### config.mk
export PLATFORM = sky130hd
export DESIGN_NAME = clock_display_scan
export DESIGN_NICKNAME = d
export VERILOG_FILES = /design/src/rtl/clock_display_scan.sv
export SDC_FILE = /design/constraint.sdc
export NUM_CORES = 1
export LEC_CHECK = 0
export BUFFER_PORTS_ARGS = -buffer_cell sky130_fd_sc_hd__buf_2
export CORE_AREA = 2 2 80 82
export DETAILED_ROUTE_END_ITERATION = 12
export DIE_AREA = 0 0 82 84
export PLACE_DENSITY = 0.7
export SYNTH_ARGS = -nofsm -noshare
export SYNTH_HDL_FRONTEND = slang
export SYNTH_SLANG_ARGS = --single-unit
### constraint.sdc
create_clock -name clk -period 6.9 [get_ports clk]
set_clock_uncertainty 0.2 [all_clocks]
set_input_delay 1.38 -clock clk [delete_from_list [all_inputs] [get_ports clk]]
set_output_delay 1.38 -clock clk [all_outputs]
set_load 0.05 [all_outputs]
### src/rtl/clock_display_scan.sv
// Six-digit multiplexed 7-segment scanner for the BCD clock outputs.
// Snapshots the time once per frame and adds blanking, zero suppression and dots.
module clock_display_scan #(
    parameter int CLK_FREQ    = 100_000_000,
    parameter int SCAN_HZ     = 1000,
    parameter int BLANK_TICKS = 4
) (
    input  logic       clk,
    input  logic       rst,
    input  logic [3:0] sec_units,
    input  logic [3:0] sec_tens,
    input  logic [3:0] min_units,
    input  logic [3:0] min_tens,
    input  logic [3:0] hour_units,
    input  logic [3:0] hour_tens,
    input  logic       is_am,
    output logic [5:0] an,
    output logic [6:0] seg,
    output logic       dp,
    output logic       frame_start
);

    localparam int DIGIT_TICKS = CLK_FREQ / SCAN_HZ;
    localparam int CW          = (DIGIT_TICKS > 1) ? $clog2(DIGIT_TICKS) : 1;

    typedef logic [CW-1:0] tick_t;
    localparam tick_t LAST_TICK  = tick_t'(DIGIT_TICKS - 1);
    localparam tick_t BLANK_TICK = tick_t'(BLANK_TICKS);

    // Slot order matches anode bit order: an[0] = sec_units ... an[5] = hour_tens.
    typedef enum logic [2:0] {
        SLOT_SU = 3'd0,
        SLOT_ST = 3'd1,
        SLOT_MU = 3'd2,
        SLOT_MT = 3'd3,
        SLOT_HU = 3'd4,
        SLOT_HT = 3'd5
    } slot_t;

    typedef struct packed {
        logic [3:0] su;
        logic [3:0] st;
        logic [3:0] mu;
        logic [3:0] mt;
        logic [3:0] hu;
        logic [3:0] ht;
        logic       am;
    } shadow_t;

    tick_t   c;
    slot_t   s;
    shadow_t shadow;

    logic [5:0] an_d;
    logic [6:0] seg_d;
    logic       dp_d;
    logic       frame_d;
    logic [3:0] digit;

    function automatic logic [6:0] seg_decode(input logic [3:0] d);
        case (d)
            4'd0:    seg_decode = 7'b1000000;
            4'd1:    seg_decode = 7'b1111001;
            4'd2:    seg_decode = 7'b0100100;
            4'd3:    seg_decode = 7'b0110000;
            4'd4:    seg_decode = 7'b0011001;
            4'd5:    seg_decode = 7'b0010010;
            4'd6:    seg_decode = 7'b0000010;
            4'd7:    seg_decode = 7'b1111000;
            4'd8:    seg_decode = 7'b0000000;
            4'd9:    seg_decode = 7'b0010000;
            default: seg_decode = 7'b0111111;
        endcase
    endfunction

    assign frame_d = (s == SLOT_SU) && (c == '0);

    // NOTE: every always_comb output gets a default first so no path can infer a latch.
    always_comb begin
        an_d  = 6'b111111;
        seg_d = 7'b1111111;
        dp_d  = 1'b1;
        digit = 4'd0;
        if (c >= BLANK_TICK) begin
            an_d = ~(6'b000001 << s);
            case (s)
                SLOT_SU: digit = shadow.su;
                SLOT_ST: digit = shadow.st;
                SLOT_MU: digit = shadow.mu;
                SLOT_MT: digit = shadow.mt;
                SLOT_HU: digit = shadow.hu;
                SLOT_HT: digit = shadow.ht;
                default: digit = 4'd0;
            endcase
            seg_d = seg_decode(digit);
            // Suppressed leading zero keeps its anode on so every digit sees equal duty.
            if (s == SLOT_HT && shadow.ht == 4'd0)
                seg_d = 7'b1111111;
            case (s)
                SLOT_ST: dp_d = shadow.su[0];
                SLOT_MU: dp_d = 1'b0;
                SLOT_HU: dp_d = shadow.am;
                default: dp_d = 1'b1;
            endcase
        end
    end

    // NOTE: sequential state uses non-blocking assignments so all registers update together.
    always_ff @(posedge clk or posedge rst) begin
        if (rst) begin
            c <= '0;
            s <= SLOT_SU;
        end else if (c == LAST_TICK) begin
            c <= '0;
            s <= (s == SLOT_HT) ? SLOT_SU : slot_t'(s + 3'd1);
        end else begin
            c <= c + tick_t'(1);
        end
    end

    always_ff @(posedge clk or posedge rst) begin
        if (rst) begin
            shadow <= '0;
        end else if (frame_d) begin
            shadow <= '{su: sec_units, st: sec_tens, mu: min_units, mt: min_tens,
                        hu: hour_units, ht: hour_tens, am: is_am};
        end
    end

    always_ff @(posedge clk or posedge rst) begin
        if (rst) begin
            an          <= 6'b111111;
            seg         <= 7'b1111111;
            dp          <= 1'b1;
            frame_start <= 1'b0;
        end else begin
            an          <= an_d;
            seg         <= seg_d;
            dp          <= dp_d;
            frame_start <= frame_d;
        end
    end

endmodule
# Word level (Yosys, flattened, before mapping)
# Memories as Yosys holds them, arrays and structs flattened.
# Cells that the tools add are included.
# word_totals
ff_bits	60
rom_bits	112
inputBits	27
out_inout_bits	15
wordCells	39
mem_count	1
# mem_list
name	depth	width	rd	rd_clocked_by_memory_dff	wr	line_no	rtl
(no name shown)	16	7	1	0	0	61	case (d)
# op_classes
n_addsub	2
n_lt_le_gt_ge	1
n_eq_ne	6
shifts	1
muxes	9
bitwise	1
reduce_logical	5
# ops
operator	count
$pmux 4 s6	1
$add 17x1->17 const B	1
$eq 17x17->1 const B	1
$ge 17x3->1 const B	1
$logic_not 17->1	1
$mux 17	1
$mux 7	2
$eq 3x2->1 const B	2
$eq 3x3->1 const B	2
$mux 6	1
$not 6->6	1
$shl 1x3->6 const A	1
$logic_not 4->1	1
$mux 4	1
$add 3x1->3 const B	1
$eq 3x1->1 const B	1
$logic_not 3->1	1
$mux 3	1
$pmux 1 s3	1
$logic_and 1x1->1	2
$mux 1	1

# Longest topological paths before layout
# An unclocked memory read counts as a cell.
# depth
depth_word	6
mapped_depth	11

# Least setup slack after synthesis
# No wires, ideal clock.
# synth_timing
path_kind	flip-flop to flip-flop
startpoint	register s[2]
endpoint	register seg[3]
arrival_time_ps	2336
required_time_ps	6614
slack_ps	4278
path_stages_with_launch	10
n_path_buf	2
period_less_slack_ps	2622
cell_sequence	dfrtp_1 > buf_2 > buf_2 > inv_1 > ha_1 > a22o_1 > nor2_1 > inv_1 > ha_1 > o41a_1
# synth_between
elab_chain_cells	6
# synth_rtl
item	line_no	rtl
start, declared	51	slot_t s;
start signal, assigned	115	s <= (s == SLOT_HT) ? SLOT_SU : slot_t'(s + 3'd1);
$eq 3x3->1, or another cell as far along	86, 97	
$pmux 4 s6	86	case (s)
$mux 4	84	if (c >= BLANK_TICK) begin
$mem_v2 16x7	--	
$mux 7 *	97	if (s == SLOT_HT && shadow.ht == 4'd0)
$mux 7 *	84	
net seg_d[3]	55	logic [6:0] seg_d;
end signal, assigned	138	seg <= seg_d;
end, declared	18	output logic [6:0] seg,
# Mark *: on every way through the listed nets, which the timed path passes. The rest lies on a longest branch. The select of a mux whose other input is x is not followed.
# A chain may end at the register's enable or synchronous reset.

# Worst setup path after layout
# Same ends and word-level chain as after synthesis.

==> run metrics <==
status=completed; HP Class=reg -> reg; r2r setup slk=slightly below 4 ns; die width=approximately 80 um; crit-path leading delay family=flip-flops; setup repair bufs after CTS=0; Synthesis Warnings=0; worst reg2reg path depth=7; Synth area leader=dfrtp_1; first-pass GRT wire length=a little under 10000 um; nets=~320; Final Cell Area=roughly 3400 um^2; Iteration-0 DRC Markers=~170; Max-Cap Viols=0; Crit path depth=7; vias in the first global route=around 2000; final hold vios=0; P&R area growth vs syn=14.3%; Max clock buf depth=2; Post-CTS Hold Fix Bufs=0; slew of the pin with the lowest slew margin=approximately 0.74 ns; switching part of the total=roughly a quarter; core area=between 6000 and 7000 um^2; Worst Setup SP=s[2]; detailed placement HPWL=3960 um; drt pass-1 iters=4; WL final=approximately 5600 um; post-synth design cell area=approximately 2900 um^2; worst-path cell chain=inv_1 > ha_1 > a22o_1 > nor2_1 > inv_1 > ha_1 > o41a_1; GP Congestion=roughly 0.90; CTS Buf Count=9; Syn Nets=274; DIE AREA=about 6900 um^2; total grt overflow=0; Pint=527 uW; Final Max Tran Viols=0; final worst path period need=between 2 and 3 ns; post_cts resized=0; Slew Limit Headroom=approximately 51%; Setup CP Type=reg -> reg; worst-case hold slack=0.306 ns; combinational share of power=approximately 8%; fmax=approximately 0.33 GHz; WL per Instance=around 15 um; crit start category=flop; CP max FO=18; Starting Density=48.2%; asr flop ratio synth=between 90% and 100%; H-tree depth=3; syn avg cell area=between 10 and 15 um^2; CTS tree=yes; worst endpoint data arrival time=slightly above 3 ns; dpl cells=352; unrepaired setup endpoints after global routing=false; Reg2Reg Launch Point=s[2]; sequential fraction of design power=a little over half; routed vias=between 1500 and 2000; Syn Inst Count=approximately 240; worst path required time=between 6 and 7 ns; Yosys top cell area share=between 30 and 40%; Site Rows=29; Post-synth EDFFs=0; clock net sink count=60; GRT Util Overall=approximately a fifth; Non-Filler Instances=between 300 and 400; switching power=169 uW; crit path capture type=flop; Synth cell types=52; largest cells by area after synthesis=dfrtp_1 39%, dfstp_2 13%, mux2_4 9.7%, mux2_2 3.5%, ha_1 3.4%; crit path buf inv count=2; Synth Flop Type=dfrtp_1; antenna violations before repair=0; layout cell share with drive strength beyond 1=a little over a third; ant diodes=0; CP max stage cell=dfrtp_1; register area share after synthesis=roughly half; number of synthesized register bits=60; post-route ant nets=0; worst setup margin=3.90 ns; pre-CTS setup slack=between 3 and 4 ns; PortBufs=approximately 40; Critical R2R Capture=seg[3]; dpl cell area=roughly 3200 um^2; crit path to=seg[3]; Die H=between 80 and 90 um; Skew-Pair Late Insertion Delay=about 0.34 ns; # setup viols final=0; DRC=0; I/O pin count=42; pin count of the biggest net entering global routing=approximately 60; clk root buf=clkbuf_8; Clk pin slew, worst setup/hold paths=around 0.060 ns; vias per inst=~5.3; crit share post-route=between 40 and 50%; pwr/cell area=207 nW/um^2; biggest cell delay along the critical path=0.73 ns; Total Negative Setup Slacks=0 ns; clock network power share=38.8%; P_leak=~0.0016 uW; Peak VDD IR=121 uV
[cells by family (layout without fill, tap and decap cells)]
logic type               Yosys count  after routing  synth area share [%]
AND/OR/NAND/NOR                   79             79                  15.3
flip-flops                        60             60                  51.7
multiplexers                      32             32                  15.0
AO/OA/AOI/OAI                     27             27                  6.52
buffers and inverters             18             70                  3.58
XOR/XNOR                          15             15                  4.48
adder cells (fa/ha/maj)            8              8                  3.41
[cell usage after synthesis, types with 2 or more instances]
cell type and count:
a211oi_1 2, a21oi_1 5, and2_1 6, and4_1 2, buf_2 2, clkbuf_1 3
dfrtp_1 46, dfstp_2 14, ha_1 8, inv_1 10, mux2_2 9, mux2_4 19
mux2i_1 3, nand2_1 18, nand3_1 13, nand3b_1 2, nand4_1 3, nor2_1 15
nor2b_1 3, nor3_1 3, nor4_2 2, nor4bb_1 2, o21ai_0 6, o41a_1 2
xnor2_1 8, xor2_1 7
[state kept, by name, indices dropped and copies added (netlist names)]
signal / cells
seg: 7
shadow: 25
an: 6
frame_start: 1
dp: 1
c: 17
s: 3
[metal layers]
| layer | share of wire (%) | GRT usage (%) |
|---|---|---|
| met5 | 0 | 0 |
| met4 | 2.0 | 7.73 |
| met3 | 3.8 | 5.19 |
| met2 | 46 | 26.7 |
| met1 | 48 | 26.6 |
[how the worst min path moves through the flow]
| stage | from | end | slack [ns] | cells past startpoint |
|---|---|---|---|---|
| floorplan | c[8] | c[8] | 0.26 | 1 |
| global placement | c[8] | c[8] | 0.28 | 1 |
| detailed placement | c[8] | c[8] | 0.30 | 1 |
| CTS | c[8] | c[8] | 0.31 | 1 |
| global route | shadow[5] | shadow[5] | 0.34 | 1 |
| finish | c[8] | c[8] | 0.31 | 1 |
[cell usage in the layout (no fill, tap or decap), types with 9 or more instances in the layout]
cell and count:
inv_1 9, clkbuf_8 10, nand3_1 13, mux2_4 19, nor2_1 15, nand2_1 18, buf_2 41, dfrtp_1 46
mux2_2 9, dfstp_2 14
[through the flow]
step	utilization, %	total power, uW
after floorplan	-	414
after global placement	52.4	432
after detailed placement	52.4	433
after CTS	55.0	702
after global routing	55.0	723
final	55.0	696
[power by group through the flow]
stage	registers (uW)	clock network, uW	logic (uW)
2_1_floorplan	388	0	26.1
3_3_place_gp	377	0	54.2
3_5_place_dp	377	0	55.4
4_1_cts	372	274	55.4
5_1_grt	373	290	60.4
6_report	372	270	54.3
[final cells by class]
cell class | instances | area (um^2)
flip-flops and latches | 60 | 1520
clock buffers | 13 | 149
repair buffers | 44 | 228
fillers | 549 | 2740
multi-input cells | 161 | 1310
clock inverters | 3 | 15.0
inverters | 10 | 37.5
well taps | 77 | 96.3
No activity file was read; power rests on OpenSTA's default activity.
